===== src/rtl/bomb_controller.sv =====
// bomb_controller: per-player bomb placement, fuse timing, three-phase explosion
// sequencing and blast/player overlap detection.
//
// Ports
//   Clk, Reset_n            system clock, asynchronous active-low reset
//   frame_tick              one-Clk pulse per video frame
//   keycode[7:0]            current keycode (8'h19 places P1 bomb, 8'h13 places P2 bomb)
//   game_state[4:0]         5'b11000 play, 5'b00000/5'b00001 title, anything else freezes
//   p1_x/p1_y, p2_x/p2_y    player tile positions
//   b1_x/b1_y, b2_x/b2_y    latched bomb tiles
//   b1_phase, b2_phase      0 idle, 1 fuse, 2..4 explosion phases
//   p1die, p2die            sticky "caught in a blast" flags
//
// bomb_fsm states
//   state  | meaning
//   S_IDLE | no bomb owned
//   S_FUSE | bomb placed, counting FUSE_FRAMES frames
//   S_EXP1 | first explosion phase, EXP_FRAMES frames
//   S_EXP2 | second explosion phase, EXP_FRAMES frames
//   S_EXP3 | third explosion phase, EXP_FRAMES frames, then back to idle

module bomb_fsm #(
    parameter int COORD_W     = 4,
    parameter int FUSE_FRAMES = 120,
    parameter int EXP_FRAMES  = 16
) (
    input  logic               clk,
    input  logic               rst_n,
    input  logic               i_play,
    input  logic               i_title,
    input  logic               i_tick,
    input  logic               i_req,
    input  logic [COORD_W-1:0] i_px,
    input  logic [COORD_W-1:0] i_py,
    output logic [COORD_W-1:0] o_bx,
    output logic [COORD_W-1:0] o_by,
    output logic [2:0]         o_phase
);

    typedef enum logic [2:0] {
        S_IDLE = 3'd0,
        S_FUSE = 3'd1,
        S_EXP1 = 3'd2,
        S_EXP2 = 3'd3,
        S_EXP3 = 3'd4
    } state_t;

    localparam logic [7:0] FUSE_TC = 8'(FUSE_FRAMES - 1);
    localparam logic [7:0] EXP_TC  = 8'(EXP_FRAMES - 1);

    state_t             r_state;
    state_t             w_next_state;
    logic [7:0]         r_cnt;
    logic [7:0]         w_next_cnt;
    logic               w_latch;
    logic [7:0]         w_tc;
    state_t             w_succ;
    logic [COORD_W-1:0] r_bx;
    logic [COORD_W-1:0] r_by;

    always_ff @(posedge clk or negedge rst_n) begin
        if (!rst_n) begin
            r_state <= S_IDLE;
            r_cnt   <= '0;
            r_bx    <= '0;
            r_by    <= '0;
        end else begin
            r_state <= w_next_state;
            r_cnt   <= w_next_cnt;
            if (w_latch) begin
                r_bx <= i_px;
                r_by <= i_py;
            end
        end
    end

    always_comb begin
        w_next_state = r_state;
        w_next_cnt   = r_cnt;
        w_latch      = 1'b0;
        w_tc         = (r_state == S_FUSE) ? FUSE_TC : EXP_TC;
        w_succ       = S_IDLE;
        case (r_state)
            S_FUSE:  w_succ = S_EXP1;
            S_EXP1:  w_succ = S_EXP2;
            S_EXP2:  w_succ = S_EXP3;
            default: w_succ = S_IDLE;
        endcase

        if (i_title) begin
            w_next_state = S_IDLE;
            w_next_cnt   = '0;
        end else if (i_play) begin
            case (r_state)
                S_IDLE: begin
                    w_next_cnt = '0;
                    if (i_req) begin
                        w_next_state = S_FUSE;
                        w_latch      = 1'b1;
                    end
                end
                S_FUSE, S_EXP1, S_EXP2, S_EXP3: begin
                    if (i_tick) begin
                        // Terminal compare precedes the increment, so the counter never wraps.
                        if (r_cnt == w_tc) begin
                            w_next_state = w_succ;
                            w_next_cnt   = '0;
                        end else begin
                            w_next_cnt = r_cnt + 8'd1;
                        end
                    end
                end
                default: begin
                    w_next_state = S_IDLE;
                    w_next_cnt   = '0;
                end
            endcase
        end
    end

    assign o_bx    = r_bx;
    assign o_by    = r_by;
    assign o_phase = r_state;

endmodule

module bomb_controller #(
    parameter int COORD_W     = 4,
    parameter int FUSE_FRAMES = 120,
    parameter int EXP_FRAMES  = 16,
    parameter int BLAST_R     = 2
) (
    input  logic               Clk,
    input  logic               Reset_n,
    input  logic               frame_tick,
    input  logic [7:0]         keycode,
    input  logic [4:0]         game_state,
    input  logic [COORD_W-1:0] p1_x,
    input  logic [COORD_W-1:0] p1_y,
    input  logic [COORD_W-1:0] p2_x,
    input  logic [COORD_W-1:0] p2_y,
    output logic [COORD_W-1:0] b1_x,
    output logic [COORD_W-1:0] b1_y,
    output logic [COORD_W-1:0] b2_x,
    output logic [COORD_W-1:0] b2_y,
    output logic [2:0]         b1_phase,
    output logic [2:0]         b2_phase,
    output logic               p1die,
    output logic               p2die
);

    localparam logic [7:0]   KEY_P1 = 8'h19;
    localparam logic [7:0]   KEY_P2 = 8'h13;
    localparam logic [COORD_W:0] REACH = (COORD_W + 1)'(BLAST_R);

    logic [7:0] r_prev_key;
    logic       r_p1die;
    logic       r_p2die;
    logic       w_play;
    logic       w_title;
    logic       w_req1;
    logic       w_req2;
    logic       w_hit1;
    logic       w_hit2;

    function automatic logic [COORD_W-1:0] f_absdiff(input logic [COORD_W-1:0] a,
                                                     input logic [COORD_W-1:0] b);
        return (a >= b) ? (a - b) : (b - a);
    endfunction

    // Cross-shaped blast, only while the bomb is in one of the explosion phases.
    function automatic logic f_covered(input logic [COORD_W-1:0] x,
                                       input logic [COORD_W-1:0] y,
                                       input logic [COORD_W-1:0] bx,
                                       input logic [COORD_W-1:0] by,
                                       input logic [2:0]         phase);
        logic exploding;
        logic row_hit;
        logic col_hit;
        exploding = (phase >= 3'd2) && (phase <= 3'd4);
        row_hit   = (y == by) && ({1'b0, f_absdiff(x, bx)} <= REACH);
        col_hit   = (x == bx) && ({1'b0, f_absdiff(y, by)} <= REACH);
        return exploding && (row_hit || col_hit);
    endfunction

    assign w_play  = (game_state == 5'b11000);
    assign w_title = (game_state == 5'b00000) || (game_state == 5'b00001);
    assign w_req1  = (keycode == KEY_P1) && (r_prev_key != KEY_P1);
    assign w_req2  = (keycode == KEY_P2) && (r_prev_key != KEY_P2);

    bomb_fsm #(
        .COORD_W    (COORD_W),
        .FUSE_FRAMES(FUSE_FRAMES),
        .EXP_FRAMES (EXP_FRAMES)
    ) u_bomb1 (
        .clk    (Clk),
        .rst_n  (Reset_n),
        .i_play (w_play),
        .i_title(w_title),
        .i_tick (frame_tick),
        .i_req  (w_req1),
        .i_px   (p1_x),
        .i_py   (p1_y),
        .o_bx   (b1_x),
        .o_by   (b1_y),
        .o_phase(b1_phase)
    );

    bomb_fsm #(
        .COORD_W    (COORD_W),
        .FUSE_FRAMES(FUSE_FRAMES),
        .EXP_FRAMES (EXP_FRAMES)
    ) u_bomb2 (
        .clk    (Clk),
        .rst_n  (Reset_n),
        .i_play (w_play),
        .i_title(w_title),
        .i_tick (frame_tick),
        .i_req  (w_req2),
        .i_px   (p2_x),
        .i_py   (p2_y),
        .o_bx   (b2_x),
        .o_by   (b2_y),
        .o_phase(b2_phase)
    );

    assign w_hit1 = f_covered(p1_x, p1_y, b1_x, b1_y, b1_phase) ||
                    f_covered(p1_x, p1_y, b2_x, b2_y, b2_phase);
    assign w_hit2 = f_covered(p2_x, p2_y, b1_x, b1_y, b1_phase) ||
                    f_covered(p2_x, p2_y, b2_x, b2_y, b2_phase);

    always_ff @(posedge Clk or negedge Reset_n) begin
        if (!Reset_n) begin
            r_prev_key <= '0;
            r_p1die    <= 1'b0;
            r_p2die    <= 1'b0;
        end else begin
            // Edge history tracks the key in every mode, so a key held across a
            // pause does not re-place on resume.
            r_prev_key <= keycode;
            if (w_title) begin
                r_p1die <= 1'b0;
                r_p2die <= 1'b0;
            end else if (w_play) begin
                if (w_hit1) r_p1die <= 1'b1;
                if (w_hit2) r_p2die <= 1'b1;
            end
        end
    end

    assign p1die = r_p1die;
    assign p2die = r_p2die;

endmodule

===== config.mk =====
export PLATFORM = sky130hd
export DESIGN_NAME = bomb_controller
export DESIGN_NICKNAME = d
export VERILOG_FILES = /design/src/rtl/bomb_controller.sv
export SDC_FILE = /design/constraint.sdc
export NUM_CORES = 1
export LEC_CHECK = 0
export CORE_ASPECT_RATIO = 0.5
export CORE_MARGIN = 2
export CORE_UTILIZATION = 50
export DETAILED_ROUTE_END_ITERATION = 16
export GPL_TIMING_DRIVEN = 0
export PLACE_DENSITY_LB_ADDON = 0.1
export SLEW_MARGIN = 20
export SYNTH_ARGS = -nofsm -noshare
export SYNTH_HDL_FRONTEND = slang
export SYNTH_SLANG_ARGS = --single-unit

===== constraint.sdc =====
create_clock -name Clk -period 2.1 [get_ports Clk]
set_input_delay 0.21 -clock Clk [delete_from_list [all_inputs] [get_ports Clk]]
set_output_delay 0.21 -clock Clk [all_outputs]
set_load 0.03 [all_outputs]

==> metrics.cfg <==
[synthesis]
synth_common_cells = ha_1, dfrtp_1, inv_1
yosysWarnings = 0
async_reset_ff_frac = 1.00
yosysSeqAreaShare = 0.272
synth_edf_count = 0
ys_ff_latch = 48
ys.flop_type = dfrtp_1
synthesis.area_mm2 = 0.00441
synth_cells = 464
synth_area_leaders = dfrtp_1, ha_1, fa_1
synth_nets = 570
syn_area_per_cell_um2 = 9.50
yosysTopAreaCellShare = 0.272
yosysMostFrequentCell = ha_1
ys_types = 55
yosys.area.top_type = dfrtp_1

[clock_network]
htreeDepth = 2
cts_root_buffer = clkbuf_16
cts.sinks = 48
tritoncts = yes
clockBufferDepth = 2
cts_buffers = 5
clkLatencyLatePin_ps = 300
clk_pin_slew_ps = 80

[floorplan]
die_w_um = 137
fp-row-count = 24
die_area_mm2 = 0.00963
initial_core_util = 0.510
io_pins = 56
coreArea_mm2 = 0.00865
die_h_um = 70.4

[pwr]
leakage_nw = 2.48
cellPowerDensity_mw_per_mm2 = 533
ir_drop_v = 0.000418
power_w = 0.00302

[drt]
drc_errors = 0
via_per_inst = 5.69
drt-pass1-iter-count = 4
wl_um = 10600
drtIter0Drc = 192
ant_nets = 0
via_count = 3722
wl_per_cell_um = 16.2

[outcome]
outcome = finished, violations left
violations = negative setup slack

[timing]
clock-skew-final_ps = 9.84
fin_setup_tns_ps = -448
whs_ps = 57.5
slew_headroom = 0.564
rsz0062_at_grt = true
period_needed_ps = 2330
fmax_ghz = 0.428
tightestPinTransition_ps = 654
drv_slew = 0
timing.final.crit_share = 1.11
finalHoldViolations = 0
finalSetupViolCount = 2
setup_ws_ps = -234

[place]
placed_area_mm2 = 0.00511
place_ws_ps = -905
gp_congestion = 0.893
post-dp-hpwl_um = 8020
port_buffers = 55

[setup_path]
end_kind = flip-flop
critPathArrivalTime_ps = 2500
crit_path_start = u_bomb1.o_by[0]
cp_data_required_time_ps = 2260
cp_max_fo = 3
start_kind = flip-flop
r2r_start = u_bomb1.o_by[0]
critPathKind = reg2reg

[global_route]
antenna_found_initial = 0
grt_pass1_vias = 3543
gr-total-overflow = 0
grt_util_all_layers = 0.229
grt_pass1_wl_um = 17300
grt_max_degree = 49

[worst_hold_path]
min_path_type = in2reg
min-delay-start = keycode[4]

[cells_and_area]
fin_nets = 642
fillCellCount = 730
fin_area_mm2 = 0.00567
diodes = 0
area_growth_pct = 28.5
post_route_cells_drive_above_1_share = 0.164

[flow_run]
cap_violations = 0

-- through the flow --
| stage | utilization | std cells |
|---|---|---|
| 2_1_floorplan | - | 464 |
| 3_3_place_gp | 0.592 | 636 |
| 3_5_place_dp | 0.591 | 636 |
| 4_1_cts | 0.636 | 650 |
| 5_1_grt | 0.655 | 654 |
| 6_report | 0.655 | 654 |
-- per-layer routing --
layer | part of all wire | wire length (µm) | vias up | track usage
met5 | 0 | 0 | - | 0
met4 | 0.0042 | 45 | 0 | 0.0389
met3 | 0.047 | 495 | 4 | 0.0487
met2 | 0.46 | 4850 | 53 | 0.357
met1 | 0.49 | 5230 | 1834 | 0.332
li1 | - | - | 1831 | -
-- layout by cell type, fill, tap and decap left out, drive strengths merged, types with 6 or more instances in the layout --
cell type      netlist  layout
ha                  58      58
dfrtp               48      48
clkdlybuf4s50        0      43
o21ai               38      38
inv                 37      37
nor2b               28      28
nand2               21      21
mux2i               17      17
buf                  5      17
fa                  16      16
nor2                15      15
xor2                14      14
a21oi               14      14
nand4               12      12
o22ai               12      12
nor4                10      10
o21a                 9       9
and3                 9       9
clkbuf               5       9
nand3                8       8
nor3                 8       8
nand2b               7       7
or3                  7       7
dlymetal6s2s         0       6
mux2                 6       6
nor4b                6       6
-- power breakdown --
group	internal, W	switching (W)	leakage [nW]
clock	0.000598	0.000401	0.0871
sequential	0.00102	0.000121	0.564
combinational	0.000401	0.000483	1.83
-- worst max-delay path: stages, from the launching register on --
cell and delay, ps:
dfrtp_2 420, buf_4 150, ha_2 180, fa_2 370, nand2b_1 160, a21oi_2 160, or2_4 150, o211ai_1 120
a211oi_2 310, o221ai_1 170
-- cell families after synthesis --
family | Yosys count | share of synthesized area
AND/OR/NAND/NOR | 155 | 0.214
AO/OA/AOI/OAI | 98 | 0.142
adder cells (fa/ha/maj) | 74 | 0.237
flip-flops | 48 | 0.272
buffers and inverters | 47 | 0.0414
multiplexers | 23 | 0.0556
XOR/XNOR | 19 | 0.0377
-- path summary, 6_finish.rpt --
kind,end,slack (ps),cells after the start
hold / removal,r_prev_key[4],60,1
hold reg to reg,u_bomb2.r_cnt[0],500,1
setup reg to reg,p2die,-230,9
min in group asynchronous,u_bomb2.r_cnt[3],470,2
max in group asynchronous,u_bomb1.o_bx[0],1140,2
setup / recovery,p2die,-230,9
-- sequential cells by signal, summed over array words and instances (netlist names) --
signal / flops
u_bomb2.o_bx: 4
u_bomb1.o_by: 4
u_bomb1.o_phase: 3
u_bomb1.o_bx: 4
p2die: 1
u_bomb1.r_cnt: 8
r_prev_key: 8
u_bomb2.o_by: 4
u_bomb2.r_cnt: 8
u_bomb2.o_phase: 3
p1die: 1
-- final cells by class --
cell class	count	area, µm²	share of cell area
multi-input cells	369	3270	0.577
repair buffers	69	689	0.122
well taps	117	146	0.0258
clock buffers	6	139	0.0245
flip-flops and latches	48	1210	0.213
inverters	37	139	0.0245
clock inverters	2	38.8	0.00684
plain buffers	6	36.3	0.00640
-- timing repair --
item                                    4_1_cts  5_1_grt
pin swaps                                     5       12
endpoints found under the hold margin        48        0
hold buffers                                  1        0
endpoints found under the setup margin       14       23
buffers inserted                              7        6
resized for setup                            27       34
No activity file was read; power rests on OpenSTA's default activity.
